[src/rtl/clock_tick_controller.sv]
// Clock-enable sequencer: one-cycle tick every P clock_in cycles, with free-run, halt and N-tick step.
// Optional tick_count output enabled by defining CLOCK_TICK_COUNT_EN.
//
// state | meaning
// IDLE  | halted, no ticks, counter held; step and config accepted
// RUN   | free-running ticks while run is high
// STEP  | issuing a fixed number of ticks, run ignored until done
module clock_tick_controller #(
    parameter int DIV_SIZE    = 15,
    parameter int DEFAULT_DIV = 24000,
    parameter int STEP_W      = 8
) (
    input  logic                clock_in,
    input  logic                reset_n,
    input  logic                run,
    input  logic                cfg_valid,
    input  logic [DIV_SIZE-1:0] cfg_div,
    output logic                cfg_ready,
    input  logic                step_valid,
    input  logic [STEP_W-1:0]   step_count,
    output logic                step_ready,
    output logic                tick,
    output logic                busy,
    output logic [DIV_SIZE-1:0] cur_div,
`ifdef CLOCK_TICK_COUNT_EN
    output logic [31:0]         tick_count,
`endif
    output logic [1:0]          state
);

    typedef enum logic [1:0] {
        IDLE = 2'd0,
        RUN  = 2'd1,
        STEP = 2'd2
    } state_t;

    localparam logic [DIV_SIZE-1:0] DEF_DIV = DIV_SIZE'(DEFAULT_DIV);
    localparam logic [DIV_SIZE-1:0] DIV_ONE = DIV_SIZE'(1);
    localparam logic [STEP_W-1:0]   STEP_ONE = STEP_W'(1);

    state_t              st;
    logic [DIV_SIZE-1:0] cnt;
    logic [DIV_SIZE-1:0] pend_div;
    logic                pend_valid;
    logic [STEP_W-1:0]   remaining;

    logic                apply_cfg;
    logic [DIV_SIZE-1:0] div_now;
    logic [DIV_SIZE-1:0] period_m1;
    logic                wrap;
    logic [DIV_SIZE-1:0] cnt_inc;

    // A pending period lands in IDLE at once, otherwise on the edge closing a tick cycle;
    // that edge already counts with the new period so the next tick is P_new after the last one.
    assign apply_cfg = pend_valid && ((st == IDLE) || tick);
    assign div_now   = apply_cfg ? pend_div : cur_div;
    assign period_m1 = (div_now == '0) ? '0 : (div_now - DIV_ONE);
    assign wrap      = (cnt >= period_m1);
    assign cnt_inc   = wrap ? '0 : (cnt + DIV_ONE);

    assign cfg_ready  = !pend_valid;
    assign step_ready = (st == IDLE) && !run;
    assign busy       = (st == STEP);
    assign state      = st;

    always_ff @(posedge clock_in) begin
        if (!reset_n) begin
            st         <= IDLE;
            cnt        <= '0;
            tick       <= 1'b0;
            cur_div    <= DEF_DIV;
            pend_div   <= '0;
            pend_valid <= 1'b0;
            remaining  <= '0;
        end else begin
            if (apply_cfg) begin
                cur_div    <= div_now;
                pend_valid <= 1'b0;
            end else if (cfg_valid && cfg_ready) begin
                pend_div   <= (cfg_div == '0) ? DIV_ONE : cfg_div;
                pend_valid <= 1'b1;
            end

            tick <= 1'b0;
            case (st)
                IDLE: begin
                    if (run) begin
                        st  <= RUN;
                        cnt <= '0;
                    end else if (step_valid && (step_count != '0)) begin
                        st        <= STEP;
                        cnt       <= '0;
                        remaining <= step_count;
                    end
                end
                RUN: begin
                    if (!run) begin
                        st  <= IDLE;
                        cnt <= '0;
                    end else begin
                        cnt  <= cnt_inc;
                        tick <= wrap;
                    end
                end
                STEP: begin
                    if (tick && (remaining == '0)) begin
                        // Going straight to RUN keeps the tick grid of the step sequence.
                        if (run) begin
                            st   <= RUN;
                            cnt  <= cnt_inc;
                            tick <= wrap;
                        end else begin
                            st <= IDLE;
                        end
                    end else begin
                        cnt <= cnt_inc;
                        if (wrap) begin
                            tick      <= 1'b1;
                            remaining <= remaining - STEP_ONE;
                        end
                    end
                end
                default: begin
                    st  <= IDLE;
                    cnt <= '0;
                end
            endcase
        end
    end

`ifdef CLOCK_TICK_COUNT_EN
    always_ff @(posedge clock_in) begin
        if (!reset_n) begin
            tick_count <= '0;
        end else if (tick) begin
            tick_count <= tick_count + 32'd1;
        end
    end
`endif

endmodule
[config.mk]
export PLATFORM = sky130hd
export DESIGN_NAME = clock_tick_controller
export DESIGN_NICKNAME = d
export VERILOG_FILES = /design/src/rtl/clock_tick_controller.sv
export SDC_FILE = /design/constraint.sdc
export NUM_CORES = 1
export LEC_CHECK = 0
export ABC_CLOCK_PERIOD_IN_PS = 4700
export CAP_MARGIN = 20
export CORE_AREA = 3 3 114 116
export DETAILED_ROUTE_END_ITERATION = 7
export DIE_AREA = 0 0 117 119
export HOLD_SLACK_MARGIN = 0.05
export PLACE_DENSITY = 0.51
export SYNTH_ARGS = -nofsm -noshare
export SYNTH_HDL_FRONTEND = slang
export SYNTH_SLANG_ARGS = --single-unit
[constraint.sdc]
create_clock -name clock_in -period 4.7 [get_ports clock_in]
set_input_delay 1.41 -clock clock_in [delete_from_list [all_inputs] [get_ports clock_in]]
set_output_delay 1.41 -clock clock_in [all_outputs]
set_load 0.1 [all_outputs]
==> summary.txt, run 1 <==
Worst setup path
  – CP Capture Type: register
  – Max Fanout on Critical Path: 8
  – Critical Path, Cell by Cell: inv_4, ha_4, o21ai_4, mux2i_1, ha_2, nor3b_4, nor4b_4, a41oi_2, nor4bb_1, xnor2_1, nand2_1, ha_1, nand2_1, nor3_2, a211oi_4, or4_1, a221oi_2
  – Worst setup SP type: register
  – CP delay by family, top: simple AND/OR/NAND/NOR gates
  – CP required: 4.96 ns
  – Buf/Inv on CP: 1
  – Cell mode on critical path: nand2_1
  – CP peak stage delay: 0.55 ns
  – CP Class: reg -> reg
  – CP arrival: 4.62 ns
  – Crit path max-delay cell type: or4_1

Timing
  – Peak Freq: 229 MHz
  – Pins Over Slew Limit: 0
  – Relative slew slack: 34.0%
  – Fin worst setup slack: 0.331 ns
  – RSZ-0062 raised after global routing: no
  – Count of final hold-check violations: 0
  – Worst Max-Slew Pin Slew: 0.986 ns
  – Clk_skew: 0.00345 ns
  – Fin crit period: 4.37 ns
  – Final Setup Violations: 0
  – Final hold slack: 0.454 ns
  – Period utilization: 93.0%

Routing
  – Remaining antenna violation count: 0
  – WL per Instance: 15.8 um
  – Remaining DRCs: 0
  – Via density: 5.29
  – Routed Wire Length: 10.2 mm
  – Via count: 3404
  – Initial DRC count: 134
  – TritonRoute pass-1 iters: 4

Clock tree
  – TritonCTS Buffers: 9
  – CTS tree: built
  – Worst-path clk slew: 0.06 ns
  – Max clock buf depth: 2
  – Skew-Pair Late Insertion Delay: 0.34 ns
  – Clock H-tree levels: 3
  – CTS sink count: 57
  – CTS Root Cell: clkbuf_16
  – CTS hold repair buffers: 0

Yosys
  – Area of the mapped netlist: 0.00358 sq mm
  – Share of the synthesized area in the top cell type: 31.8%
  – Synth area leader: dfxtp_1
  – Synth Instances: 440
  – Yosys warnings: 0
  – Sequential area share after synthesis: 31.8%
  – Async S/R FF share, synth: 0%
  – Post-synth EDFFs: 0
  – Most used DFF post-synth: dfxtp_1
  – Synth top area cells: dfxtp_1 32%, nand2_1 7.6%, ha_1 7.3%
  – Syn_area_per_cell: 8.14 sq um
  – Post-synthesis cell type count: 71
  – #FFs+latches synth: 57
  – Synth Net Count: 489

Min path
  – Worst Hold Class: reg -> reg

Global route
  – First-pass GRT wire length: 16.9 mm
  – Largest net degree at the start of global routing: 31
  – Total track usage: 15.5%
  – Initial antenna violation count: 0
  – Overall overflow remaining after global route: 0
  – Number of global-route vias before repair: 3344

Power
  – Power, Total: 1.70 mW
  – Worst VDD drop: 0.204 mV
  – Power Density: 362 mW/mm^2
  – Static leakage: 1.87 nW

Final layout
  – Diode count: 0
  – Area delta synth->final: 31.0%
  – Layout net count: 541
  – Layout cell share with drive strength beyond 1: 13.3%
  – # fillers: 1262
  – Fin cells: 644

Floorplan
  – I/O pin count: 49
  – Die W: 117 um
  – Core Box Area: 0.0120 sq mm
  – Num rows: 40
  – Initial core utilization: 29.8%
  – Die Y: 119 um
  – Die area: 0.0139 sq mm

Job
  – Max-cap viol count: 0

Placement
  – Detailed Place HPWL: 7.82 mm
  – PortBufs: 48
  – Final GP Congestion: 0.845
  – Dpl ws: 0.165 ns
  – Cells after DPL: 627

Outcome
  – Status: completed
-- cells in the final DEF, fill, tap and decap left out, types with 6 or more instances in the layout --
cell type,count
inv_1,9
nor2b_1,8
dfxtp_1,54
buf_4,12
ha_1,19
o21ai_1,8
xnor2_1,10
and3_1,10
nor3_1,8
a22o_1,9
a21oi_1,32
clkdlybuf4s50_1,46
mux2i_1,12
nor4_1,11
nor2_1,35
o21ai_0,22
nand2_1,73
nand3_1,6
clkbuf_16,9
-- metal layers --
metal / wire length, um / vias up / GRT usage, % / part of all wire, %
met4: 304 / 0 / 7.24 / 3.0
met3: 382 / 25 / 4.37 / 3.7
met2: 4600 / 66 / 23.0 / 45
met5: 0 / - / 0 / 0
met1: 4910 / 1587 / 20.7 / 48
li1: - / 1726 / - / -
-- worst paths after layout --
kind           startpoint      endpoint  slack, ns  depth (start not counted)
max              state[0]  remaining[3]       0.33                         17
min          pend_div[10]  pend_div[10]       0.45                          2
max reg2reg      state[0]  remaining[3]       0.33                         17
min reg2reg  pend_div[10]  pend_div[10]       0.45                          2
-- flip-flops by register name (all words and copies together) (netlist names) --
register    count
cnt            15
cur_div        15
pend_div       15
pend_valid      1
remaining       8
state           2
tick            1
-- timing repair --
item,CTS,global route
resized for setup,0,4
buffers inserted,0,1
endpoints found under the setup margin,0,13
-- stage by stage --
step	setup TNS [ns]	cell area, sq um	util [%]
2_1_floorplan	-0.0215	3680	-
3_3_place_gp	0	4340	36.1
3_5_place_dp	0	4340	36.1
4_1_cts	0	4660	38.8
5_1_grt	0	4700	39.1
6_report	0	4700	39.1
-- worst register-to-register path: stages, from the launching register on --
cell and delay [ns]:
dfxtp_4 0.37, inv_4 0.04, ha_4 0.18, o21ai_4 0.21
mux2i_1 0.28, ha_2 0.26, nor3b_4 0.21, nor4b_4 0.24
a41oi_2 0.11, nor4bb_1 0.40, xnor2_1 0.17, nand2_1 0.10
ha_1 0.30, nand2_1 0.08, nor3_2 0.35, a211oi_4 0.18
or4_1 0.55, a221oi_2 0.25
-- power by group --
part / leakage [nW] / switching [mW] / total [mW] / internal (mW)
Sequential: 0.467 / 0.0309 / 0.541 / 0.510
Clock: 0.157 / 0.255 / 0.723 / 0.469
Combinational: 1.25 / 0.273 / 0.436 / 0.163
-- cell type report --
class | count | area [sq um] | share of cell area (%)
multi-input combinational | 352 | 2410 | 51.4
sequential | 57 | 1150 | 24.5
timing repair buffer | 59 | 571 | 12.2
clock buffer | 9 | 225 | 4.80
tap | 147 | 184 | 3.92
clock inverter | 7 | 103 | 2.18
inverter | 13 | 51.3 | 1.09
-- synthesized netlist by cell type (2+ instances only) --
cell type	n
nor4_1	11
and3_1	10
ha_1	21
a41oi_1	2
a2111oi_1	2
and4_1	2
nand2b_1	3
o31ai_1	3
o21ai_1	8
a221oi_2	2
a21o_1	3
nand3b_1	2
o41ai_1	2
nor3_1	8
nand2_1	73
xnor2_1	10
o21ai_0	22
or3_1	2
inv_2	2
and2_1	2
nor4b_1	2
or4_1	4
nor2b_1	8
dfxtp_1	57
buf_2	3
mux2i_2	3
a22o_1	9
o21a_1	2
clkbuf_1	13
nand4_1	4
xor2_1	2
nor4b_2	2
mux2i_1	13
a211oi_1	5
nor3b_1	4
a21oi_1	32
nor2_1	36
nand3_1	6
a31oi_1	3
inv_1	11
-- cell families (layout without fill, tap and decap cells) --
family / after synthesis / in the layout / synth area share [%]
AO/OA/AOI/OAI: 114 / 114 / 21.9
flip-flops: 57 / 57 / 31.8
adder cells (fa/ha/maj): 21 / 21 / 7.33
multiplexers: 17 / 17 / 5.10
XOR/XNOR: 12 / 12 / 2.93
buffers and inverters: 31 / 88 / 3.46
AND/OR/NAND/NOR: 188 / 188 / 27.5
Power figures use the tool's default switching activity.
==> run 2, diff against run 1 <==
--- a/config.mk
+++ b/config.mk
@@ -10,7 +10,7 @@
 export CORE_AREA = 3 3 114 116
 export DETAILED_ROUTE_END_ITERATION = 7
 export DIE_AREA = 0 0 117 119
-export HOLD_SLACK_MARGIN = 0.05
+export HOLD_SLACK_MARGIN = 0.02
 export PLACE_DENSITY = 0.51
 export SYNTH_ARGS = -nofsm -noshare
 export SYNTH_HDL_FRONTEND = slang
==> results of run 2 <==
Same layout as run 1: the final DEF is identical, and so are final timing and power.
